File: src/rtl/phaser_out_dly_ctrl_pkg.sv
// Shared types and helpers for the PHASER_OUT tap controller.
// Build option: PHASER_OUT_DLY_CTRL_READBACK_EN adds the counter-readback states.
package phaser_out_dly_ctrl_pkg;

  localparam int unsigned TAP_W = 6;  // fine/coarse tap counter width
  localparam int unsigned CNT_W = 9;  // PHASER_OUT COUNTERREADVAL width
  localparam int unsigned GAP_W = 8;  // settle-gap timer width

  typedef enum logic [2:0] {
    ST_IDLE,
    ST_FINE_STEP,
    ST_FINE_WAIT,
    ST_CRS_STEP,
    ST_CRS_WAIT,
`ifdef PHASER_OUT_DLY_CTRL_READBACK_EN
    ST_RB_REQ,
    ST_RB_WAIT,
    ST_RB_CHK,
`endif
    ST_FIN
  } state_t;

  // Limit a requested tap to the highest legal tap.
  function automatic logic [TAP_W-1:0] clamp_tap(input logic [TAP_W-1:0] v,
                                                 input logic [TAP_W-1:0] mx);
    return (v > mx) ? mx : v;
  endfunction

endpackage

File: src/rtl/phaser_out_gap_timer.sv
// Down-counter used to time the settle gap between tap steps and the
// readback wait.
//   i_clk      clock
//   i_rst      synchronous active-high reset
//   i_load     load i_load_val (takes priority over counting)
//   i_load_val value loaded; o_expired rises i_load_val+1 cycles after load
//   o_expired  counter is at zero
module phaser_out_gap_timer #(
  parameter int unsigned W = 8
) (
  input  logic         i_clk,
  input  logic         i_rst,
  input  logic         i_load,
  input  logic [W-1:0] i_load_val,
  output logic         o_expired
);

  logic [W-1:0] r_cnt;

  always_ff @(posedge i_clk) begin
    if (i_rst) begin
      r_cnt <= '0;
    end else if (i_load) begin
      r_cnt <= i_load_val;
    end else if (r_cnt != '0) begin
      r_cnt <= r_cnt - W'(1);
    end
  end

  assign o_expired = (r_cnt == '0);

endmodule

File: src/rtl/phaser_out_dly_ctrl.sv
// PHASER_OUT tap controller: accepts a fine/coarse tap target and walks
// PHASER_OUT one tap at a time (fine first, then coarse) with a settle gap
// of STEP_GAP cycles between strobes. Tracks current taps, pulses DONE when
// a request finishes or aborts, and keeps a sticky ERR on overflow.
// Build option: PHASER_OUT_DLY_CTRL_READBACK_EN adds a COUNTERREADVAL check
// of the fine tap after the coarse walk.
// Ports:
//   SYSCLK, RST                       clock, synchronous active-high reset
//   REQ_VALID/REQ_READY               request handshake
//   REQ_FINE, REQ_COARSE              tap targets (clamped to TAP_MAX)
//   DONE, ERR                         completion pulse, sticky error
//   CUR_FINE, CUR_COARSE              tracked tap counts
//   FINEENABLE/FINEINC                fine step strobe and direction
//   COARSEENABLE/COARSEINC            coarse step strobe and direction
//   FINEOVERFLOW, COARSEOVERFLOW      PHASER_OUT overflow flags
//   COUNTERREADEN, COUNTERREADVAL     counter readback
module phaser_out_dly_ctrl
  import phaser_out_dly_ctrl_pkg::*;
#(
  parameter int unsigned FINE_INIT   = 0,
  parameter int unsigned COARSE_INIT = 0,
  parameter int unsigned TAP_MAX     = 63,
  parameter int unsigned STEP_GAP    = 8
) (
  input  logic             SYSCLK,
  input  logic             RST,
  input  logic             REQ_VALID,
  output logic             REQ_READY,
  input  logic [TAP_W-1:0] REQ_FINE,
  input  logic [TAP_W-1:0] REQ_COARSE,
  output logic             DONE,
  output logic             ERR,
  output logic [TAP_W-1:0] CUR_FINE,
  output logic [TAP_W-1:0] CUR_COARSE,
  output logic             FINEENABLE,
  output logic             FINEINC,
  output logic             COARSEENABLE,
  output logic             COARSEINC,
  input  logic             FINEOVERFLOW,
  input  logic             COARSEOVERFLOW,
  output logic             COUNTERREADEN,
  input  logic [CNT_W-1:0] COUNTERREADVAL
);

  localparam logic [TAP_W-1:0] FINE_INIT_L   = TAP_W'(FINE_INIT);
  localparam logic [TAP_W-1:0] COARSE_INIT_L = TAP_W'(COARSE_INIT);
  localparam logic [TAP_W-1:0] TAP_MAX_L     = TAP_W'(TAP_MAX);
  localparam logic [GAP_W-1:0] GAP_LOAD      = GAP_W'(STEP_GAP - 2);

  state_t           r_state, w_next;
  logic [TAP_W-1:0] r_fine, r_crs, r_tgt_fine, r_tgt_crs;
  logic             r_err;

  logic             w_accept, w_fine_en, w_crs_en, w_done, w_rd_en, w_err_set;
  logic             w_load, w_expired, w_ovf, w_fine_up, w_crs_up;
  logic             w_fine_match, w_crs_match;
  logic [GAP_W-1:0] w_load_val;

  assign w_ovf        = FINEOVERFLOW | COARSEOVERFLOW;
  assign w_fine_match = (r_fine == r_tgt_fine);
  assign w_crs_match  = (r_crs == r_tgt_crs);
  assign w_fine_up    = (r_tgt_fine > r_fine);
  assign w_crs_up     = (r_tgt_crs > r_crs);

  phaser_out_gap_timer #(.W(GAP_W)) u_gap (
    .i_clk      (SYSCLK),
    .i_rst      (RST),
    .i_load     (w_load),
    .i_load_val (w_load_val),
    .o_expired  (w_expired)
  );

  // All strobes are gated in the RST cycle so PHASER_OUT never steps
  // without CUR_* following.
  always_comb begin
    w_next     = r_state;
    w_accept   = 1'b0;
    w_fine_en  = 1'b0;
    w_crs_en   = 1'b0;
    w_done     = 1'b0;
    w_rd_en    = 1'b0;
    w_load     = 1'b0;
    w_load_val = '0;
    w_err_set  = 1'b0;
    if (RST) begin
      w_next = ST_IDLE;
    end else begin
      w_err_set = (r_state != ST_IDLE) && w_ovf;
      case (r_state)
        ST_IDLE: begin
          if (REQ_VALID) begin
            w_accept = 1'b1;
            w_next   = ST_FINE_STEP;
          end
        end
        // Matched fine falls through to the coarse check in the same cycle;
        // in CRS_STEP the fine tap always matches.
        ST_FINE_STEP, ST_CRS_STEP: begin
          if (w_ovf) begin
            w_next = ST_FIN;
          end else if (!w_fine_match) begin
            w_fine_en  = 1'b1;
            w_load     = 1'b1;
            w_load_val = GAP_LOAD;
            w_next     = ST_FINE_WAIT;
          end else if (!w_crs_match) begin
            w_crs_en   = 1'b1;
            w_load     = 1'b1;
            w_load_val = GAP_LOAD;
            w_next     = ST_CRS_WAIT;
          end else begin
`ifdef PHASER_OUT_DLY_CTRL_READBACK_EN
            w_next = ST_RB_REQ;
`else
            w_done = 1'b1;
            w_next = ST_IDLE;
`endif
          end
        end
        ST_FINE_WAIT: begin
          if (w_ovf)          w_next = ST_FIN;
          else if (w_expired) w_next = ST_FINE_STEP;
        end
        ST_CRS_WAIT: begin
          if (w_ovf)          w_next = ST_FIN;
          else if (w_expired) w_next = ST_CRS_STEP;
        end
`ifdef PHASER_OUT_DLY_CTRL_READBACK_EN
        ST_RB_REQ: begin
          if (w_ovf) begin
            w_next = ST_FIN;
          end else begin
            w_rd_en    = 1'b1;
            w_load     = 1'b1;
            w_load_val = GAP_W'(1);
            w_next     = ST_RB_WAIT;
          end
        end
        ST_RB_WAIT: begin
          if (w_ovf)          w_next = ST_FIN;
          else if (w_expired) w_next = ST_RB_CHK;
        end
        ST_RB_CHK: begin
          if (w_ovf) begin
            w_next = ST_FIN;
          end else begin
            w_done    = 1'b1;
            w_err_set = (COUNTERREADVAL[TAP_W-1:0] != r_fine);
            w_next    = ST_IDLE;
          end
        end
`endif
        ST_FIN: begin
          w_done = 1'b1;
          w_next = ST_IDLE;
        end
        default: w_next = ST_IDLE;
      endcase
    end
  end

  always_ff @(posedge SYSCLK) begin
    if (RST) begin
      r_state    <= ST_IDLE;
      r_fine     <= FINE_INIT_L;
      r_crs      <= COARSE_INIT_L;
      r_tgt_fine <= FINE_INIT_L;
      r_tgt_crs  <= COARSE_INIT_L;
      r_err      <= 1'b0;
    end else begin
      r_state <= w_next;
      if (w_accept) begin
        r_tgt_fine <= clamp_tap(REQ_FINE, TAP_MAX_L);
        r_tgt_crs  <= clamp_tap(REQ_COARSE, TAP_MAX_L);
      end
      if (w_fine_en) begin
        if (w_fine_up && r_fine != TAP_MAX_L) r_fine <= r_fine + TAP_W'(1);
        else if (!w_fine_up && r_fine != '0)  r_fine <= r_fine - TAP_W'(1);
      end
      if (w_crs_en) begin
        if (w_crs_up && r_crs != TAP_MAX_L)   r_crs <= r_crs + TAP_W'(1);
        else if (!w_crs_up && r_crs != '0)    r_crs <= r_crs - TAP_W'(1);
      end
      if (w_err_set) r_err <= 1'b1;
    end
  end

`ifdef PHASER_OUT_DLY_CTRL_READBACK_EN
  logic [CNT_W-TAP_W-1:0] w_unused_rb_hi;
  assign w_unused_rb_hi = COUNTERREADVAL[CNT_W-1:TAP_W];
  assign COUNTERREADEN  = w_rd_en;
`else
  logic w_unused_rb;
  assign w_unused_rb   = ^{COUNTERREADVAL, w_rd_en};
  assign COUNTERREADEN = 1'b0;
`endif

  assign REQ_READY    = (r_state == ST_IDLE);
  assign DONE         = w_done;
  assign ERR          = r_err;
  assign CUR_FINE     = r_fine;
  assign CUR_COARSE   = r_crs;
  assign FINEENABLE   = w_fine_en;
  assign FINEINC      = w_fine_en & w_fine_up;
  assign COARSEENABLE = w_crs_en;
  assign COARSEINC    = w_crs_en & w_crs_up;

endmodule

File: config.mk
export PLATFORM = sky130hd
export DESIGN_NAME = phaser_out_dly_ctrl
export DESIGN_NICKNAME = d
export VERILOG_FILES = /design/src/rtl/phaser_out_dly_ctrl_pkg.sv /design/src/rtl/phaser_out_gap_timer.sv /design/src/rtl/phaser_out_dly_ctrl.sv
export SDC_FILE = /design/constraint.sdc
export NUM_CORES = 1
export LEC_CHECK = 0
export CAP_MARGIN = 20
export CORE_ASPECT_RATIO = 1.4
export CORE_MARGIN = 2
export CORE_UTILIZATION = 35
export DETAILED_ROUTE_END_ITERATION = 8
export GPL_TIMING_DRIVEN = 0
export PLACE_DENSITY = 0.6
export RECOVER_POWER = 50
export SLEW_MARGIN = 20
export SYNTH_ARGS = -nofsm -noshare
export SYNTH_HDL_FRONTEND = slang
export SYNTH_SLANG_ARGS = --single-unit
File: constraint.sdc
create_clock -name SYSCLK -period 4.1 [get_ports SYSCLK]
set_clock_uncertainty 0.15 [all_clocks]
set_input_delay 0.41 -clock SYSCLK [delete_from_list [all_inputs] [get_ports SYSCLK]]
set_output_delay 0.41 -clock SYSCLK [all_outputs]
set_load 0.02 [all_outputs]
==> impl_metrics.ini <==
[finish]
final.fill_count = 631
area_of_all_sequential_standard_cells_sq_um = 721
finish.cell_count_without_fillers = 395
multiInputGateArea_sq_mm = 0.00144
finish.net_count = 372
final_antenna_diode_count = 0
final_layout_size_suffix_gt1_share_pct = 6.19
area_growth_syn_to_layout_pct = 23.4
finalInstanceArea_sq_mm = 0.00282

[die]
die_area_sq_mm = 0.00720
initial_core_util_pct = 36.5
floorplan.io_pins = 46
std_cell_rows = 34
die_width_um = 72.3
core_area_sq_mm = 0.00625
die_y_um = 99.6

[routing]
routed-via-count = 2093
avgRoutedWirePerCell_um = 13.2
met1_length_um = 2230
vias_per_cell = 5.30
detail_route.iter0.violations = 70
drt_pre_antenna_iters = 4
met2RoutedLength_um = 2680
drt-total-wl_um = 5230
drtAntennaViolNets = 0
routed-wl-met3_um = 203
drc = 0
top_routing_layer_used = met4

[sta]
holdWs_ps = 308
finalMaxSlewViolations = 0
layout_min_cycle_time_ps = 3690
max_slew.worst_pin.slew_ps = 698
setup_viol_count_final = 0
achievable-frequency_mhz = 271
totalNegativeSetupSlack_ps = 0
worst_slew_margin_rel_pct = 53.4
hold_viol = 0
rsz0062_at_grt = false
timing.final.crit_share_pct = 89.9

[synthesis]
asyncSetResetFlopFracSynth_pct = 0
syn-num-nets = 330
syn-instance-count = 280
avgSynthCellArea_sq_um = 8.16
netlist_top_cells_count = sky130_fd_sc_hd__dfxtp_1 (36), sky130_fd_sc_hd__nand2_1 (31), sky130_fd_sc_hd__a21oi_1 (27)
synth_sequential_area_ratio_pct = 31.5
yosysTopAreaCellShare_pct = 31.5
synth.distinct_cells = 47
synthMostInstantiatedCell = sky130_fd_sc_hd__dfxtp_1
netlist.top_cell.by_area = sky130_fd_sc_hd__dfxtp_1
yosys-top-cells-area = sky130_fd_sc_hd__dfxtp_1 (32%), sky130_fd_sc_hd__ha_1 (12%), sky130_fd_sc_hd__a21oi_1 (5.9%), sky130_fd_sc_hd__nand2_1 (5.1%), sky130_fd_sc_hd__nor2_1 (3.8%)
number_of_storage_elements_in_the_synthesis_netlist = 36
mappedNetlistArea_sq_mm = 0.00228
ys.warnings.count = 0
synth_edf_count = 0
postSynth.topFlopCell = sky130_fd_sc_hd__dfxtp_1

[worst_setup_path]
worst_path_dominant_cell_family = compound AO/OA/AOI/OAI gates
timing.critical_path.arrival_ps = 3770
rr_worst_depth = 13
startpoint_of_the_most_critical_setup_path = CUR_COARSE[3]
timing.setup.critical_path_class = flip-flop to flip-flop
crit_path_start_kind = flip-flop
worst-path-stages = 13
slowest_stage = sky130_fd_sc_hd__o32ai_1
critPathMaxStageDelay_ps = 630
cp_max_fo = 5
timing.critical_path.to_type = flip-flop
crit_buf_inv = 1
worst_ep_required_time_ps = 4180
worst_r2r_startpoint = CUR_COARSE[3]
cell_chain_of_the_critical_path = inv_1 > ha_1 > a211oi_1 > nor2_1 > o32ai_1 > or2_2 > ha_1 > a211oi_1 > o21bai_1 > a21oi_1 > nand4_1 > a21o_1 > a21oi_2

[clocking]
cts.sinks = 36
clkLatencyLatePin_ps = 290
clk_path_buf_depth = 2
ctsRootBufferMaster = sky130_fd_sc_hd__clkbuf_8
htree_levels = 2
cts_made_buffers = 5
cts_hold_repair.buffers = 0
clock_tree_from_tritoncts = built
cts_resized = 0
cts.reportedPaths.clkPinSlew_ps = 70
cts.repair_timing.setup_buffer_count = 0

[min_path]
worstHoldStart = r_tgt_crs[0]
min_delay_path_depth = 2
min-delay-path-class = flip-flop to flip-flop

[grt]
grtUsageTotal_pct = 15.7
antenna_found_initial = 0
vias_in_the_first_global_route = 2008
first_pass_grt_wire_length_um = 9110
grt_max_degree = 12
global_route.overflow_total = 0

[run]
maxCapViolCount = 0

[run_status]
run_status = finished, final reports clean

[pwr]
p_leak_nw = 1.18
pwr_density_cell_mw_per_mm2 = 457
vdd_drop_max_uv = 276

[placement]
detailedPlacementHpwl_um = 4150
port_buffers = 35
detailed_place.area_sq_mm = 0.00273
dp.cells = 387
finalWeightedCongestion = 0.854
[tightest hold or removal path, cell delays in order, from the launching register on]
cell	delay [ps]
sky130_fd_sc_hd__dfxtp_1	310
sky130_fd_sc_hd__nand2_1	50
sky130_fd_sc_hd__a21oi_1	50
[metal layers]
layer	GRT usage, %	vias to the layer above
met5	0	-
met4	6.24	0
met3	3.34	11
met2	27.1	41
met1	18.6	968
li1	-	1073
[worst paths after layout]
path                    to  slack [ps]
max          CUR_COARSE[5]         410
min           r_tgt_crs[0]         310
max reg2reg  CUR_COARSE[5]         410
min reg2reg   r_tgt_crs[0]         310
[flip-flops by register name, summed over array words and instances, names as in the netlist]
register / count
u_gap.r_cnt: 8
r_tgt_fine: 6
CUR_FINE: 6
r_state: 3
ERR: 1
r_tgt_crs: 6
CUR_COARSE: 6
[per-stage QoR]
| step | power (W) | setup WS, ps | util (%) |
|---|---|---|---|
| floorplan | 0.000900 | 728 | - |
| detailed placement | 0.00103 | 410 | 43.6 |
| finish | 0.00129 | 412 | 45.1 |
| global route | 0.00141 | 109 | 45.1 |
| global placement | 0.00103 | 536 | 43.6 |
| CTS | 0.00131 | 387 | 45.1 |
[cell families (layout without fill, tap and decap cells)]
group / after synthesis / in the layout / synth area share, %
AO/OA/AOI/OAI: 73 / 73 / 20.5
XOR/XNOR: 10 / 10 / 3.83
adder cells (fa/ha/maj): 24 / 24 / 13.8
buffers and inverters: 31 / 74 / 5.31
flip-flops: 36 / 36 / 31.5
multiplexers: 9 / 9 / 4.05
other: 1 / 1 / 0.164
AND/OR/NAND/NOR: 96 / 96 / 20.8
[cell type report]
class / instances / area share (%)
multi-input combinational: 213 / 51.2
sequential: 36 / 25.6
timing repair buffer: 35 / 12.4
tap: 72 / 3.20
clock buffer: 7 / 3.06
inverter: 21 / 2.80
buffer: 10 / 1.51
clock inverter: 1 / 0.266
[cell usage in the layout (no fill, tap or decap), drive strengths merged, types with 8 or more instances in the layout]
cell,n
a21oi,28
ha,22
nand2b,10
a211oi,8
clkbuf,15
o21ai,10
nand2,31
clkdlybuf4s50,21
nor2,23
dfxtp,36
dlygate4sd3,14
inv,21
[power by group]
group	switching [W]	internal (W)
Sequential	0.0000449	0.000406
Combinational	0.000327	0.000244
Clock	0.000129	0.000137
Total	0.000501	0.000787
Power figures use the tool's default switching activity.
